[config.mk]
export PLATFORM = sky130hd
export DESIGN_NAME = ro_slot_sched_flat
export DESIGN_NICKNAME = d
export VERILOG_FILES = /design/src/rtl/ro_slot_sched_if.sv /design/src/rtl/ro_slot_sched.sv /design/src/flat_wrapper.sv
export SDC_FILE = /design/constraint.sdc
export NUM_CORES = 1
export LEC_CHECK = 0
export CAP_MARGIN = 20
export CORE_UTILIZATION = 50
export CTS_CLUSTER_SIZE = 20
export DETAILED_ROUTE_END_ITERATION = 6
export PLACE_DENSITY = 0.89
export SETUP_SLACK_MARGIN = 0.3
export SYNTH_ARGS = -nofsm -noshare
export SYNTH_HDL_FRONTEND = slang
export SYNTH_SLANG_ARGS = --single-unit
export TNS_END_PERCENT = 5
[constraint.sdc]
create_clock -name clk -period 2.58 [get_ports clk]
set_input_delay 0.258 -clock clk [delete_from_list [all_inputs] [get_ports clk]]
set_output_delay 0.258 -clock clk [all_outputs]
set_load 0.02 [all_outputs]
[src/rtl/ro_slot_sched_if.sv]
// Readout-slot bus between the scheduler and its environment:
// channel inputs in, framed one-hot select and serial pol/pol_eve out.
interface ro_slot_sched_if #(
  parameter int N_CH   = 16,
  parameter int SLOT_W = 4,
  parameter int FCNT_W = 8
);
  logic              en;
  logic [N_CH-1:0]   ch_mask;
  logic [N_CH-1:0]   in_pol;
  logic [N_CH-1:0]   in_pol_eve;
  logic              frame_start;
  logic              busy;
  logic [SLOT_W-1:0] slot_idx;
  logic [SLOT_W-1:0] gray_slot;
  logic [N_CH-1:0]   sel_onehot;
  logic              out_pol;
  logic              out_pol_eve;
  logic              out_valid;
  logic [FCNT_W-1:0] frame_cnt;

  modport master (
    output en, ch_mask, in_pol, in_pol_eve,
    input  frame_start, busy, slot_idx, gray_slot, sel_onehot,
           out_pol, out_pol_eve, out_valid, frame_cnt
  );

  modport slave (
    input  en, ch_mask, in_pol, in_pol_eve,
    output frame_start, busy, slot_idx, gray_slot, sel_onehot,
           out_pol, out_pol_eve, out_valid, frame_cnt
  );
endinterface

[src/rtl/ro_slot_sched.sv]
// Readout slot scheduler: snapshots all channels in SYNC, then walks one slot per clk,
// driving a one-hot tri-state enable and the masked pol/pol_eve bits; GAP separates frames.
module ro_slot_sched #(
  parameter int N_CH      = 16,
  parameter int SLOT_W    = 4,
  parameter int FRAME_GAP = 2,
  parameter int FCNT_W    = 8
) (
  input  logic            clk,
  input  logic            reset,
  ro_slot_sched_if.slave  bus
);
  localparam int GAP_W = $clog2(FRAME_GAP + 2);

  typedef enum logic [1:0] {
    IDLE = 2'd0,
    SYNC = 2'd1,
    SCAN = 2'd2,
    GAP  = 2'd3
  } state_t;

  state_t            state_q, state_d;
  logic [SLOT_W-1:0] slot_q, slot_d;
  logic [GAP_W-1:0]  gap_q, gap_d;
  logic [FCNT_W-1:0] fcnt_q, fcnt_d;
  logic [N_CH-1:0]   mask_q, mask_d;
  logic [N_CH-1:0]   snap_pol_q, snap_pol_d;
  logic [N_CH-1:0]   snap_eve_q, snap_eve_d;
  logic              frame_start_q, frame_start_d;
  logic              busy_q, busy_d;
  logic [SLOT_W-1:0] gray_q, gray_d;
  logic [N_CH-1:0]   sel_q, sel_d;
  logic              out_pol_q, out_pol_d;
  logic              out_eve_q, out_eve_d;
  logic              valid_q, valid_d;

  // State, counters, snapshots and registered outputs.
  always_ff @(posedge clk) begin
    if (reset) begin
      state_q       <= IDLE;
      slot_q        <= '0;
      gap_q         <= '0;
      fcnt_q        <= '0;
      mask_q        <= '0;
      snap_pol_q    <= '0;
      snap_eve_q    <= '0;
      frame_start_q <= 1'b0;
      busy_q        <= 1'b0;
      gray_q        <= '0;
      sel_q         <= '0;
      out_pol_q     <= 1'b0;
      out_eve_q     <= 1'b0;
      valid_q       <= 1'b0;
    end else begin
      state_q       <= state_d;
      slot_q        <= slot_d;
      gap_q         <= gap_d;
      fcnt_q        <= fcnt_d;
      mask_q        <= mask_d;
      snap_pol_q    <= snap_pol_d;
      snap_eve_q    <= snap_eve_d;
      frame_start_q <= frame_start_d;
      busy_q        <= busy_d;
      gray_q        <= gray_d;
      sel_q         <= sel_d;
      out_pol_q     <= out_pol_d;
      out_eve_q     <= out_eve_d;
      valid_q       <= valid_d;
    end
  end

  // Next-state, slot/gap counters and completed-frame counter.
  always_comb begin
    state_d = state_q;
    slot_d  = '0;
    gap_d   = '0;
    fcnt_d  = fcnt_q;
    case (state_q)
      IDLE: begin
        if (bus.en) state_d = SYNC;
        else        state_d = IDLE;
      end
      SYNC: state_d = SCAN;
      SCAN: begin
        if (slot_q == SLOT_W'(N_CH - 1)) begin
          fcnt_d = fcnt_q + FCNT_W'(1);
          if (FRAME_GAP > 0) state_d = GAP;
          else if (bus.en)   state_d = SYNC;
          else               state_d = IDLE;
        end else begin
          slot_d = slot_q + SLOT_W'(1);
        end
      end
      GAP: begin
        if (gap_q == GAP_W'(FRAME_GAP - 1)) begin
          if (bus.en) state_d = SYNC;
          else        state_d = IDLE;
        end else begin
          gap_d = gap_q + GAP_W'(1);
        end
      end
      default: state_d = IDLE;
    endcase
  end

  // Outputs are derived from next-state values so the registered copies line up with state_q;
  // the snapshot feeds slot 0 on the same edge it is captured.
  always_comb begin
    if (state_q == SYNC) begin
      mask_d     = bus.ch_mask;
      snap_pol_d = bus.in_pol;
      snap_eve_d = bus.in_pol_eve;
    end else begin
      mask_d     = mask_q;
      snap_pol_d = snap_pol_q;
      snap_eve_d = snap_eve_q;
    end
    sel_d = '0;
    for (int k = 0; k < N_CH; k++) begin
      sel_d[k] = (state_d == SCAN) && (slot_d == SLOT_W'(k)) && mask_d[k];
    end
    frame_start_d = (state_d == SYNC);
    busy_d        = (state_d != IDLE);
    gray_d        = slot_d ^ (slot_d >> 1);
    out_pol_d     = |(sel_d & snap_pol_d);
    out_eve_d     = |(sel_d & snap_eve_d);
    valid_d       = |sel_d;
  end

  assign bus.frame_start = frame_start_q;
  assign bus.busy        = busy_q;
  assign bus.slot_idx    = slot_q;
  assign bus.gray_slot   = gray_q;
  assign bus.sel_onehot  = sel_q;
  assign bus.out_pol     = out_pol_q;
  assign bus.out_pol_eve = out_eve_q;
  assign bus.out_valid   = valid_q;
  assign bus.frame_cnt   = fcnt_q;
endmodule

[src/flat_wrapper.sv]
// flat-port wrapper written by rule: the top's interface ports become plain ports
module ro_slot_sched_flat 
#(
  parameter int N_CH      = 16,
  parameter int SLOT_W    = 4,
  parameter int FRAME_GAP = 2,
  parameter int FCNT_W    = 8
)
  (clk, reset, bus_en, bus_ch_mask, bus_in_pol, bus_in_pol_eve, bus_frame_start, bus_busy, bus_slot_idx, bus_gray_slot, bus_sel_onehot, bus_out_pol, bus_out_pol_eve, bus_out_valid, bus_frame_cnt);
  ro_slot_sched_if #(.N_CH(N_CH), .SLOT_W(SLOT_W), .FCNT_W(FCNT_W)) bus_i ();
  input  logic clk;
  input  logic reset;
  input wire logic [$bits(bus_i.en)-1:0] bus_en;
  input wire logic [$bits(bus_i.ch_mask)-1:0] bus_ch_mask;
  input wire logic [$bits(bus_i.in_pol)-1:0] bus_in_pol;
  input wire logic [$bits(bus_i.in_pol_eve)-1:0] bus_in_pol_eve;
  output wire logic [$bits(bus_i.frame_start)-1:0] bus_frame_start;
  output wire logic [$bits(bus_i.busy)-1:0] bus_busy;
  output wire logic [$bits(bus_i.slot_idx)-1:0] bus_slot_idx;
  output wire logic [$bits(bus_i.gray_slot)-1:0] bus_gray_slot;
  output wire logic [$bits(bus_i.sel_onehot)-1:0] bus_sel_onehot;
  output wire logic [$bits(bus_i.out_pol)-1:0] bus_out_pol;
  output wire logic [$bits(bus_i.out_pol_eve)-1:0] bus_out_pol_eve;
  output wire logic [$bits(bus_i.out_valid)-1:0] bus_out_valid;
  output wire logic [$bits(bus_i.frame_cnt)-1:0] bus_frame_cnt;
  assign bus_i.en = bus_en;
  assign bus_i.ch_mask = bus_ch_mask;
  assign bus_i.in_pol = bus_in_pol;
  assign bus_i.in_pol_eve = bus_in_pol_eve;
  assign bus_frame_start = bus_i.frame_start;
  assign bus_busy = bus_i.busy;
  assign bus_slot_idx = bus_i.slot_idx;
  assign bus_gray_slot = bus_i.gray_slot;
  assign bus_sel_onehot = bus_i.sel_onehot;
  assign bus_out_pol = bus_i.out_pol;
  assign bus_out_pol_eve = bus_i.out_pol_eve;
  assign bus_out_valid = bus_i.out_valid;
  assign bus_frame_cnt = bus_i.frame_cnt;
  ro_slot_sched #(.N_CH(N_CH), .SLOT_W(SLOT_W), .FRAME_GAP(FRAME_GAP), .FCNT_W(FCNT_W)) u_core (.clk(clk), .reset(reset), .bus(bus_i));
endmodule
-- Word-level counts from Yosys, hierarchy flattened
Cells that the tools add are included.
- bits in latches: 0
- register bits: 89
- memories kept: 0
- output and inout bits: 37
- bits in writable memories: 0
- input port bits: 51
- logic and storage cells: 92
- ROM bits: 0
- multiply operators: 0
- magnitude comparators: 0
- equality and inequality tests: 22
- reductions and logical operators: 40
- bitwise operators: 4
- multiplexer cells: 9
- add/sub/neg operators: 3
- divide/modulo/power cells: 0
- shift-type cells: 0
- operator list (operator ; number):
    16-bit two-way mux ; 3
    16-bit OR reduction ; 3
    4-bit equality test, second input constant ; 9
    16-bit bitwise AND ; 2
    1-bit logical AND ; 32
    4-bit by 3-bit equality test with 1-bit output, second input constant ; 4
    8-bit by 1-bit adder with 8-bit output, second input constant ; 1
    4-bit by 2-bit equality test with 1-bit output, second input constant ; 2
    4-bit two-way mux ; 2
    2-bit case mux with 4 select lines ; 1
    2-bit by 1-bit equality test with 1-bit output, second input constant ; 3
    2-bit equality test, second input constant ; 3
    4-bit by 1-bit adder with 4-bit output, second input constant ; 1
    4-bit by 1-bit equality test with 1-bit output, second input constant ; 1
    4-bit zero test ; 1
    2-bit two-way mux ; 2
    4-bit by 3-bit bitwise XOR with 4-bit output ; 1
    3-bit OR reduction ; 1
    2-bit by 1-bit adder with 2-bit output, second input constant ; 1
    2-bit zero test ; 1
    2-bit AND reduction ; 1
    2-bit nonzero test ; 1
    1-bit two-way mux ; 1
    1-bit inverter ; 1

-- Logic depth before layout (Yosys ltp)
Gate-level depths: netlist (run 1).
- depth after elaboration: 8
- depth in mapped cells: 12
- mapped depth without buffers: 11

-- Worst setup path after synthesis (run 1)
Ideal clock, no wire load.
- path kind: register to register
- start point: register u_core.slot_q[0], in the netlist u_core.bus.slot_idx[0]
- end point: register u_core.out_pol_q, in the netlist u_core.bus.out_pol
- period minus slack after synthesis: 2.556 ns
- data arrival time: 2.427 ns
- setup time: 0.129 ns
- path slack: 0.024 ns
- cell stages (with the launch flop): 13
- data required time: 2.451 ns
- buffers on the path: 1
- cells stage by stage: dfxtp_1 ha_1 a21oi_1 o221ai_1 inv_1 ha_1 clkbuf_1 and4b_1 a31oi_1 o32a_1 o221ai_1 a2bb2oi_1 o211ai_2
- cells in the longest elaborated chain, start to end: 8
- elaborated cells on any way between the ends: 57
- those cells by class: add/sub (1); eq/ne (17); mux (4); bitwise (1); reduce/logical (34)
- RTL lines (what ; RTL line ; RTL):
    start: declaration ; ro_slot_sched.sv:23 ; logic [SLOT_W-1:0] slot_q, slot_d;
    start signal: assignment ; ro_slot_sched.sv:56 ; slot_q <= slot_d;
    4-bit by 1-bit adder with 4-bit output or 4-bit equality test (tied branches) ; ro_slot_sched.sv:91, ro_slot_sched.sv:85 ;
    4-bit two-way mux or 2-bit two-way mux (tied branches) ; ro_slot_sched.sv:85 ; if (slot_q == SLOT_W'(N_CH - 1)) begin
    4-bit two-way mux or 2-bit case mux with 4 select lines (tied branches) ; ro_slot_sched.sv:78 ; case (state_q)
    4-bit by 1-bit equality test with 1-bit output (tied with other cells) ; ro_slot_sched.sv:120 ; sel_d[k] = (state_d == SCAN) && (slot_d == SLOT_W'(k)) && mask_d[k];
    1-bit logical AND (2 in a row) ; ro_slot_sched.sv:120 ;
    16-bit bitwise AND * ; ro_slot_sched.sv:125 ; out_pol_d = |(sel_d & snap_pol_d);
    16-bit OR reduction * ; ro_slot_sched.sv:125 ;
    end signal: assignment ; ro_slot_sched.sv:66 ; out_pol_q <= out_pol_d;
    end: declaration ; ro_slot_sched.sv:33 ; logic out_pol_q, out_pol_d;
Mark *: on every way between the ends. The rest lies on a longest branch, timed or not.
A chain may end at the register's enable or synchronous reset.

-- Worst setup path after layout (run 1)
- start point: register u_core.state_q[0]
- end point: register u_core.sel_q[1], in the netlist u_core.bus.sel_onehot[1]
- cells in the longest elaborated chain, start to end: 5
- elaborated cells on any way between the ends: 13
- those cells by class: eq/ne (5); mux (5); reduce/logical (3)
- RTL lines (what ; RTL line ; RTL):
    start: declaration ; ro_slot_sched.sv:22 ; state_t state_q, state_d;
    start signal: assignment ; ro_slot_sched.sv:55 ; state_q <= state_d;
    2-bit equality test (tied with other cells) ; ro_slot_sched.sv:78 ;
    2-bit case mux with 4 select lines or 4-bit two-way mux (tied branches) ; ro_slot_sched.sv:78 ;
    2-bit equality test or 4-bit by 1-bit equality test with 1-bit output (tied branches) ; ro_slot_sched.sv:120 ;
    1-bit logical AND ; ro_slot_sched.sv:120 ;
    1-bit logical AND * ; ro_slot_sched.sv:120 ;
    end signal: assignment ; ro_slot_sched.sv:65 ; sel_q <= sel_d;
    end: declaration ; ro_slot_sched.sv:32 ; logic [N_CH-1:0] sel_q, sel_d;
Marks and branches as above.

==> results of run 1 <==
-- cell type report --
class	instances	area share, %
Multi-Input combinational cell	320	39.16
Sequential cell	88	33.71
Timing Repair Buffer	109	20.34
Clock buffer	11	2.692
Tap cell	99	2.358
Clock inverter	5	1.048
Inverter	9	0.6908
-- stage by stage --
stage	cell area [µm²]	setup WS, ns	std cells
finish	5253	0.1902	641
floorplan	3924	0.3244	444
CTS	5112	0.2853	633
global route	5253	0.1834	641
global placement	4861	0.2877	612
detailed placement	4861	0.1946	612
-- cells by family after synthesis --
group | synth area share, %
compound gates | 13.71
flops | 45.32
simple gates | 22.85
xor+xnor | 2.446
mux | 7.306
buf+inv | 4.828
fa+ha+maj | 3.540
-- flip-flops by register name, indices dropped and copies added, names as in the netlist, 2 cells and up --
register               count
u_core.snap_eve_q         16
u_core.bus.frame_cnt       8
u_core.snap_pol_q         16
u_core.bus.sel_onehot     16
u_core.state_q             2
u_core.bus.slot_idx        4
u_core.bus.gray_slot       3
u_core.gap_q               2
u_core.mask_q             16
-- cells in the mapped netlist (3+ instances only) --
cell	instances	area (µm²)
a21bo_2	3	30.03
a21boi_0	6	45.04
a21oi_1	27	135.1
a31oi_1	3	18.77
and3_1	11	68.82
buf_2	6	30.03
buf_4	3	22.52
buf_6	3	33.78
clkbuf_1	14	52.55
dfxtp_1	88	1762
ha_1	11	137.6
inv_1	9	33.78
mux2i_1	27	270.3
nand2_1	63	236.5
nand2b_1	12	75.07
nand3_1	32	160.2
nor2_1	45	168.9
nor2b_1	5	31.28
nor3_1	14	70.07
nor4_1	3	18.77
o211ai_1	4	30.03
o21ai_0	7	35.03
o22ai_1	6	37.54
xnor2_1	3	26.28
xor2_1	6	52.55
-- worst max-delay path: cells and delay by family (launching register included) --
family | cells | cell delay [ns]
AO/OA/AOI/OAI | 1 | 0.31
buffers and inverters | 2 | 0.41
AND/OR/NAND/NOR | 4 | 1.20
flip-flops | 1 | 0.37
-- what timing repair did --
item / 4_1_cts / 5_1_grt
setup endpoints to repair: 3 / 4
buffers inserted: 5 / 8
gates cloned: 0 / 0
resized for setup: 3 / 20
pin swaps: 2 / 3
-- worst min-delay path by stage --
stage,from,to,slack [ns]
after floorplan,bus_in_pol[12],u_core.snap_pol_q[12]$_SDFF_PP0_,0.39
after global placement,u_core.gap_q[0]$_SDFF_PP0_,u_core.gap_q[0]$_SDFF_PP0_,0.42
after detailed placement,u_core.gap_q[0]$_SDFF_PP0_,u_core.gap_q[0]$_SDFF_PP0_,0.43
after CTS,reset,u_core.mask_q[9]$_SDFF_PP0_,0.44
after global routing,u_core.gap_q[0]$_SDFF_PP0_,u_core.gap_q[0]$_SDFF_PP0_,0.46
final,u_core.gap_q[0]$_SDFF_PP0_,u_core.gap_q[0]$_SDFF_PP0_,0.44
-- report_power, final --
part	leakage, nW	switching (mW)	internal (mW)	total, mW
sequential	0.717	0.0305	1.42	1.45
combinational	1.13	0.265	0.227	0.492
clock	0.104	0.483	0.473	0.957
total	1.95	0.779	2.12	2.90
-- per-layer routing --
| layer | track usage (%) | up-vias | share of wire [%] |
|---|---|---|---|
| met4 | 12.10 | 0 | 2.9 |
| met2 | 42.81 | 209 | 49 |
| met5 | 0 | - | 0 |
| met3 | 5.668 | 32 | 8.1 |
| li1 | - | 1724 | - |
| met1 | 30.79 | 1698 | 40 |
==> flow_summary.toml, run 1 <==
[run_status]
status = "complete, no violations"

[floorplan]
dieWidth_um = 90.18
rows = 31
core_um2 = 7370
num_io_pins = 88
dieArea_um2 = 8132
start_util_pct = 52.75
die_h_um = 90.18

[route]
drt-total-wl_um = 10730
final_antenna_net_count = 0
drtIter0Drc = 386
first_pass_iters = 5
vias_per_cell = 5.715
drc_errors = 0
wl_per_cell_um = 16.75
vias = 3663

[critical_path]
crit_path_max_fanout = 10
ff2ff_setup_slack_ns = 0.19
cp-start-kind = "flip-flop"
critPathArrivalTime_ns = 2.65
path_cells = "buf_4 > nor2b_4 > buf_4 > a221o_1 > nor2b_1 > nand2_1 > nor3_1"
timing_worst_setup_path_type = "reg -> reg"
endpoint = "u_core.bus.sel_onehot[1]$_SDFF_PP0_"
r2r-start = "u_core.state_q[0]$_SDFF_PP0_"
cp-end-kind = "flip-flop"
cp_slowest_cell = "nor2b_1"
crit_path_frequent_cell = "buf_4"
crit_start = "u_core.state_q[0]$_SDFF_PP0_"
regToRegEndpoint = "u_core.bus.sel_onehot[1]$_SDFF_PP0_"
critical-path-max-stage-delay_ns = 0.42
reg2reg_depth = 7
critical_path_required_ns = 2.84

[timing]
relSlewSlack_pct = 47.63
whs_ns = 0.4422
tightest_slew_ns = 0.7855
hold_viol_final = 0
finalClockSkew_ns = 0.004577
tns_ns = 0
period_needed_ns = 2.390
slew_violations = 0
setup_viol = 0
fin_crit_sh_pct = 92.63
rsz0062_at_grt = "true"
fmax_mhz = 418.5

[placed_design]
port_buffers = 87
dp_hpwl_um = 7122
gp_congestion = 0.8912

[clock_network]
cts_tree = "done"
clock_path_buffers = 2
cts.sinks = 88
clock_latency_ns = 0.36
cts_hold_buf = 0
numCtsBuffers = 9
clkTransAtPathRegs_ns = 0.08
cts_root_buf = "clkbuf_8"
h-tree-depth = 3

[global_routing]
grt_pass1_vias = 3496
antenna_found_initial = 0
gr-usage-all-layers_pct = 25.46
overflow = 0
grt_max_degree = 44
grt_first_pass_wirelength_um = 16500

[final_layout]
syn_to_final_growth_pct = 35.11
diodes = 0
final_common_cell = "clkdlybuf4s50_1"
regArea_um2 = 1770
nets = 599
final_util_pct = 71.27
layout_common_cells = "clkdlybuf4s50_1 (86), dfxtp_1 (85), nand2_1 (63), nor2_1 (45), nand3_1 (31)"
multi_input_area_um2 = 2057
drive_above_1_share_pct = 12.73
fill_cells = 517

[synthesis]
avgSynthCellArea_um2 = 8.756
synth_cells = 444
ys.flop_type = "dfxtp_1"
synth_area_um2 = 3887
synth-async-reset-ratio_pct = 0
seq_area_frac_synth_pct = 45.32
synth_edf_count = 0
synth_cell_type_count = 52
synth_warnings = 0
synth_fp_nets = 506
synth_seq_cells = 88

[power_and_ir_drop]
p_per_area_nw_per_um2 = 551.4
peakVddDrop_uv = 443.7
p_total_mw = 2.896
p_leak_nw = 1.947

[min_path]
min_path_cells = 1
hold_class = "reg -> reg"

[flow_run]
cap_violations = 0
No activity file was read; power rests on OpenSTA's default activity.
==> inputs of run 2 (changes only) <==
- CORE_ASPECT_RATIO: unset -> 1.1
- MAX_ROUTING_LAYER: unset -> met4
==> run 2 against run 1 <==
Against the previous run:
- non-clock buffer count down 4
- setup slack better by 0.073 ns
- first-iteration DRC count down 11%
- largest cell class unchanged
==> flow_summary.toml, run 2 (synthesis gave the netlist of run 1 again) <==
[run_status]
status = "complete, no violations"

[floorplan]
start_util_pct = 52.02
rows = 33
die_h_um = 94.48
core_um2 = 7473
dieArea_um2 = 8132
dieWidth_um = 86.07
num_io_pins = 88

[timing]
finalWorstSetupSlack_ns = 0.2635
period_needed_ns = 2.317
fin_crit_sh_pct = 89.79
relSlewSlack_pct = 48.17
rsz0062_at_grt = "true"
fmax_mhz = 431.7
tns_ns = 0
tightest_slew_ns = 0.7774
setup_viol = 0
slew_violations = 0
finalClockSkew_ns = 0.007812
hold_viol_final = 0

[clock_network]
h-tree-depth = 3
clock_path_buffers = 2
clock_latency_ns = 0.36
cts.sinks = 88
cts_tree = "done"
cts_root_buf = "clkbuf_8"
numCtsBuffers = 9
clkTransAtPathRegs_ns = 0.09

[route]
drc_errors = 0
drt-total-wl_um = 10480
drtIter0Drc = 343
wl_per_cell_um = 16.30
vias = 3605
vias_per_cell = 5.607
final_antenna_net_count = 0
first_pass_iters = 5

[global_routing]
grt_first_pass_wirelength_um = 16390
grtUsageMet2_pct = 43.25
grt_pass1_vias = 3490
overflow = 0
grtUsageMet1_pct = 31.68
use_met3_pct = 5.944
grt_max_degree = 51
antenna_found_initial = 0
top_usage_layer = "met2"
gr-usage-all-layers_pct = 26.55

[power_and_ir_drop]
peakVddDrop_uv = 497.1
p_per_area_nw_per_um2 = 582.7
p_total_mw = 3.050
p_leak_nw = 1.938

[critical_path]
crit_start = "u_core.bus.slot_idx[0]$_SDFF_PP0_"
path_buf_inv = 0
critical_path_required_ns = 2.82
critical-path-max-stage-delay_ns = 0.37
cp-end-kind = "flip-flop"
crit_path_max_fanout = 5
cp-start-kind = "flip-flop"
path_cells = "ha_4 > nand3_1 > nand2_1 > or2_4 > ha_1 > o211ai_1 > nand2b_1 > a41oi_1 > o21bai_1 > o211ai_2"
cp_top_family = "compound AO/OA/AOI/OAI gates"
r2r-start = "u_core.bus.slot_idx[0]$_SDFF_PP0_"
cp_slowest_cell = "dfxtp_4"
critPathArrivalTime_ns = 2.55
timing_worst_setup_path_type = "reg -> reg"

[flow_run]
cap_violations = 0

[min_path]
hold_class = "reg -> reg"
hp-start = "u_core.gap_q[0]$_SDFF_PP0_"

[final_layout]
syn_to_final_growth_pct = 34.63
nets = 595
diodes = 0
final_common_cell = "clkdlybuf4s50_1"
final_util_pct = 70.03
layout_common_cells = "clkdlybuf4s50_1 (86), dfxtp_1 (85), nand2_1 (63), nor2_1 (45), nand3_1 (32)"
drive_above_1_share_pct = 11.52

[placed_design]
gp_congestion = 0.9481
dp_hpwl_um = 7459
pre_cts_ws_ns = 0.1703
port_buffers = 87
[run 2: cell count changes in the layout (fill, tap and decap cells not counted), moves of 2 or more]
cell / delta
inv_4: -2
mux2i_1: +2
clkinv_2: -2
mux2i_2: -2
buf_4: -3
inv_2: +2
[run 2: path summary, 6_finish.rpt]
path	slack [ns]	cells past startpoint	end
setup / recovery	0.26	10	u_core.bus.out_pol$_SDFF_PP0_
hold / removal	0.44	1	u_core.gap_q[0]$_SDFF_PP0_
setup reg to reg	0.26	10	u_core.bus.out_pol$_SDFF_PP0_
hold reg to reg	0.44	1	u_core.gap_q[0]$_SDFF_PP0_
[run 2: metal layers]
metal  wire length (µm)  share of wire (%)
met3                760                7.3
met5                  0                  0
met2               5102                 49
met4                306                2.9
met1               4312                 41
[run 2: per-stage QoR]
step | instances | cell area [µm²] | hold WS [ns]
3_3_place_gp | 619 | 4863 | 0.4161
2_1_floorplan | 444 | 3924 | 0.3940
4_1_cts | 638 | 5157 | 0.4421
6_report | 643 | 5234 | 0.4404
3_5_place_dp | 619 | 4863 | 0.4308
5_1_grt | 643 | 5234 | 0.4508
[run 2: what timing repair did]
| item | 4_1_cts | 5_1_grt |
|---|---|---|
| endpoints found under the setup margin | 3 | 4 |
| hold buffers | 0 | 0 |
| pin swaps | 1 | 2 |
| gates resized for setup | 4 | 12 |
| buffers inserted | 3 | 5 |
[run 2: layout make-up]
cell class | count | area [µm²]
fillers | 532 | 2240
multi-input cells | 320 | 2024
flip-flops and latches | 88 | 1770
repair buffers | 105 | 1026
clock buffers | 11 | 162.7
well taps | 105 | 131.4
clock inverters | 5 | 85.08
inverters | 9 | 33.78
[run 2: where the power goes]
group          switching [mW]  leakage [nW]  internal (mW)  total, mW
logic                   0.257          1.10          0.213      0.471
clock network           0.495         0.121          0.636       1.13
registers              0.0308         0.717           1.42       1.45
==> RTL change 1: new RTL, flow settings as in run 1 <==
Encoding of `state_t`: now one-hot (4 bits for 4 states).
--- a/src/rtl/ro_slot_sched.sv
+++ b/src/rtl/ro_slot_sched.sv
@@ -12,11 +12,11 @@
 );
   localparam int GAP_W = $clog2(FRAME_GAP + 2);
 
-  typedef enum logic [1:0] {
-    IDLE = 2'd0,
-    SYNC = 2'd1,
-    SCAN = 2'd2,
-    GAP  = 2'd3
+  typedef enum logic [3:0] {
+    IDLE = 4'b0001,
+    SYNC = 4'b0010,
+    SCAN = 4'b0100,
+    GAP  = 4'b1000
   } state_t;
 
   state_t            state_q, state_d;
Check against the original RTL: same outputs for any inputs over 10 cycles, from zero or initial values and one cycle with reset high; not proved beyond that.
==> RTL change 1 against run 1 <==
Count of clock-buffer cells in the layout is 1 lower. Largest cell class unchanged. Area after synthesis fell by 5.3%. Cell area decreased by 3.6%. Wire length shrank 4.9%. Sequential cell count grew 2. Synthesized cell count shrank 11%. Global-route usage decreased by 0.37 points. Worst setup slack improved by 0.11 ns.
Power is not compared: it rests on default switching activity, and its combinational part moved more than twofold at a synthesized area within 25%.
==> RTL change 1: results (changes against run 1) <==
stage,metric,value,unit,change
sta,holdWs,0.436,ns,was 0.442 ns
place,placed_area,4660,um^2,was 4860 um^2
synthesis,synthMuxAreaShare,9.25,%,was 7.31%
place,dp_slack,0.275,ns,was 0.195 ns
finish,fin_nets,540,,was 599
synthesis,synth_xor_area_share,2.62,%,was 2.45%
setup_path,rr_worst_depth,6,,was 7
setup_path,rr_endpoint,u_core.bus.out_pol_eve$_SDFF_PP0_,,was u_core.bus.sel_onehot[1]$_SDFF_PP0_
synthesis,synth_common_cells,"90 x dfxtp_1, 60 x nor2_1, 43 x nand2_1",,"was 88 x dfxtp_1, 63 x nand2_1, 45 x nor2_1"
setup_path,arrival,2.51,ns,was 2.65 ns
grt,grt_max_degree,65,,was 44
clocking,insertion_delay,0.36,ns,about the same
place,dp_cells,558,,was 612
place,gp_congestion,0.859,,was 0.891
synthesis,synth_fp_nets,457,,was 506
synthesis,synthCells,395,,was 444
setup_path,cp_max_fo,32,,was 10
synthesis,synth-adder-area-share,3.74,%,was 3.54%
outcome,status,"complete, no violations",,unchanged
finish,drive_gt1_share,14.9,%,was 12.7%
grt,grt_first_pass_wirelength,14500,um,was 16500 um
synthesis,ys_seq_area_share,48.9,%,was 45.3%
clocking,cts_resized,5,,was 3
power,internal_power,2.20,mW,
grt,grt_pass1_vias,2981,,was 3496
min_path,hold_end,u_core.gap_q[0]$_SDFF_PP0_,,unchanged
min_path,hold_start,u_core.gap_q[0]$_SDFF_PP0_,,unchanged
finish,antennaDiodeCount,0,,unchanged
place,dp_hpwl,6710,um,was 7120 um
sta,worstMarginPinSlew,0.833,ns,was 0.786 ns
synthesis,yosys_warnings,0,,unchanged
drt,wl_per_cell,17.6,um,was 16.7 um
synthesis,synthTopCellsByArea,"dfxtp_1 49%, mux2i_1 9.2%, nor2_1 6.1%",,"was dfxtp_1 45%, mux2i_1 7.0%, nand2_1 6.1%"
power,comb_power_share,7.7,%,
power,power.leakage,1.73,nW,
sta,finClkSkew,0.00703,ns,was 0.00458 ns
clocking,cts_root_buffer,clkbuf_8,,unchanged
clocking,cts_setup_buffers,0,,was 5
drt,vias,3354,,was 3663
sta,fin_crit_sh,88.2,%,was 92.6%
drt,drtIter0Drc,260,,was 386
finish,fill_cells,444,,was 517
synthesis,synth_compound_area_share,10.2,%,was 13.7%
setup_path,critPathKind,reg -> reg,,unchanged
finish,instances_no_fill,579,,was 641
grt,track_usage,25.1,%,was 25.5%
drt,dr.pass1.iters,5,,unchanged
setup_path,regToRegSetupSlack,0.30,ns,was 0.19 ns
min_path,hold_path_class,reg -> reg,,unchanged
setup_path,reg2reg_from,u_core.state_q[0]$_SDFF_PP1_,,was u_core.state_q[0]$_SDFF_PP0_
synthesis,synth_cell_types,35,,was 52
place,portBuffers,87,,unchanged
synthesis,async_reset_ff_share,0,%,unchanged
-- RTL change 1: routing by layer --
metal / wire length (um) / share of wire, % / up-vias / global-route usage [%]
li1: - / - / 1539 / -
met1: 4210 / 41 / 1594 / 32.3
met2: 4790 / 47 / 186 / 40.0
met3: 858 / 8.4 / 35 / 7.26
met4: 345 / 3.4 / 0 / 9.54
met5: 0 / 0 / - / 0
-- RTL change 1: layout make-up --
| class | count | area [um^2] | area share [%] |
|---|---|---|---|
| multi-input cells | 273 | 1890 | 37.3 |
| flip-flops and latches | 90 | 1810 | 35.7 |
| repair buffers | 97 | 966 | 19.1 |
| clock buffers | 10 | 138 | 2.72 |
| well taps | 96 | 120 | 2.37 |
| clock inverters | 6 | 114 | 2.25 |
| inverters | 7 | 26.3 | 0.519 |
-- RTL change 1: worst max-delay path: stages, from the launching register on --
cell	delay (ns)
dfxtp_2	0.39
nor4b_4	0.37
clkbuf_16	0.31
mux2i_1	0.41
o22ai_1	0.18
nor4_2	0.30
a31oi_1	0.15
==> RTL change 2: new RTL, config.mk and constraints of run 1 <==
Made on the original files. `N_CH` is set to 16 in 3 places; all go to 24.
--- a/src/rtl/ro_slot_sched_if.sv
+++ b/src/rtl/ro_slot_sched_if.sv
@@ -1,7 +1,7 @@
 // Readout-slot bus between the scheduler and its environment:
 // channel inputs in, framed one-hot select and serial pol/pol_eve out.
 interface ro_slot_sched_if #(
-  parameter int N_CH   = 16,
+  parameter int N_CH   = 24,
   parameter int SLOT_W = 4,
   parameter int FCNT_W = 8
 );
--- a/src/rtl/ro_slot_sched.sv
+++ b/src/rtl/ro_slot_sched.sv
@@ -1,7 +1,7 @@
 // Readout slot scheduler: snapshots all channels in SYNC, then walks one slot per clk,
 // driving a one-hot tri-state enable and the masked pol/pol_eve bits; GAP separates frames.
 module ro_slot_sched #(
-  parameter int N_CH      = 16,
+  parameter int N_CH      = 24,
   parameter int SLOT_W    = 4,
   parameter int FRAME_GAP = 2,
   parameter int FCNT_W    = 8
--- a/src/flat_wrapper.sv
+++ b/src/flat_wrapper.sv
@@ -1,7 +1,7 @@
 // flat-port wrapper written by rule: the top's interface ports become plain ports
 module ro_slot_sched_flat 
 #(
-  parameter int N_CH      = 16,
+  parameter int N_CH      = 24,
   parameter int SLOT_W    = 4,
   parameter int FRAME_GAP = 2,
   parameter int FCNT_W    = 8
Interface: changed (resized bus_ch_mask, bus_in_pol, bus_in_pol_eve and bus_sel_onehot); port bits go from 88 to 120. No check against the original RTL was run, so the function may have changed too.
==> RTL change 2 against run 1 <==
Total power is 70% higher. Highest routed layer unchanged. Worst setup slack improved by 0.12 ns. Largest cell class unchanged. Sequential power grew 36%. Critical path type unchanged. Sequential cell count grew 32. Combinational power rose by 14%. Wire length is 47% higher. Cell area grew 39%. Area after synthesis rose by 34%.
==> RTL change 2: results (changes against run 1) <==
stage,metric,value,unit,change
synthesis,synth_cell_types,53,,was 52
synthesis,synthMuxAreaShare,5.81,%,was 7.31%
place,portBuffers,119,,was 87
outcome,status,"complete, no violations",,unchanged
clocking,cts_made_buffers,17,,was 9
sta,finClkSkew,0.00570,ns,was 0.00458 ns
power,power.leakage,2.67,nW,was 1.95 nW
setup_path,cp_slowest_stage_delay,0.45,ns,was 0.42 ns
drt,met1Wirelength,6190,um,was 4300 um
grt,met3_usage,6.45,%,was 5.67%
clocking,clkTransAtPathRegs,0.06,ns,was 0.08 ns
setup_path,rr_worst_depth,9,,was 7
clocking,cts_setup_buffers,0,,was 5
synthesis,ys_seq_area_share,46.1,%,was 45.3%
grt,use_met1,34.3,%,was 30.8%
drt,wl_met2,7800,um,was 5260 um
setup_path,cp_max_fo,6,,was 10
drt,vias,5090,,was 3663
drt,met3_length,1360,um,was 868 um
drt,dr.pass1.iters,6,,was 5
grt,grt_util_met2,48.5,%,was 42.8%
synthesis,synthTopCellsByArea,"dfxtp_1 46%, nand2_1 8.1%, mux2i_1 5.4%",,"was dfxtp_1 45%, mux2i_1 7.0%, nand2_1 6.1%"
clocking,insertion_delay,0.52,ns,was 0.36 ns
min_path,hold_path_class,in -> reg,,was reg -> reg
synthesis,synth-adder-area-share,2.64,%,was 3.54%
sta,worstMarginPinSlew,0.462,ns,was 0.786 ns
grt,grt_pass1_vias,4882,,was 3496
place,gp_congestion,0.924,,was 0.891
finish,drive_gt1_share,11.2,%,was 12.7%
finish,fill_cells,678,,was 517
synthesis,synth_fp_nets,693,,was 506
place,dp_slack,0.144,ns,was 0.195 ns
[RTL change 2: final cells by class]
class / instances / area share (%)
multi-input combinational: 440 / 37.3
timing repair buffer: 135 / 18.8
tap: 133 / 2.28
clock inverter: 13 / 2.35
sequential: 120 / 33.0
inverter: 7 / 0.394
clock buffer: 19 / 5.91
[RTL change 2: cells by family (layout without fill, tap and decap cells)]
family                     Yosys count  in the layout
adders and majority gates           11             11
xor gates and xnor gates             9              9
muxes                               30             30
buffers and inverters               47            174
DFF                                120            120
and+or+nand+nor                    277            277
AOI/OAI and AO/OA                  113            113
[RTL change 2: metrics by stage]
step	instance area [um^2]	instances
floorplan	5220	607
global placement	6490	830
detailed placement	6490	830
CTS	7110	862
global route	7310	867
finish	7310	867
[RTL change 2: path summary, 6_finish.rpt]
| check | from | to | slack [ns] |
|---|---|---|---|
| setup / recovery | u_core.bus.slot_idx[0]$_SDFF_PP0_ | u_core.bus.out_pol$_SDFF_PP0_ | 0.31 |
| hold / removal | reset | u_core.bus.frame_cnt[2]$_SDFFE_PP0P_ | 0.12 |
| setup reg to reg | u_core.bus.slot_idx[0]$_SDFF_PP0_ | u_core.bus.out_pol$_SDFF_PP0_ | 0.31 |
| hold reg to reg | u_core.gap_q[0]$_SDFF_PP0_ | u_core.gap_q[0]$_SDFF_PP0_ | 0.43 |
[RTL change 2: power by group]
part | switching, mW | leakage [nW] | total [mW] | internal, mW
Combinational | 0.306 | 1.42 | 0.563 | 0.257
Clock | 0.883 | 0.277 | 2.39 | 1.50
Sequential | 0.0470 | 0.975 | 1.97 | 1.92
Total | 1.24 | 2.67 | 4.92 | 3.68
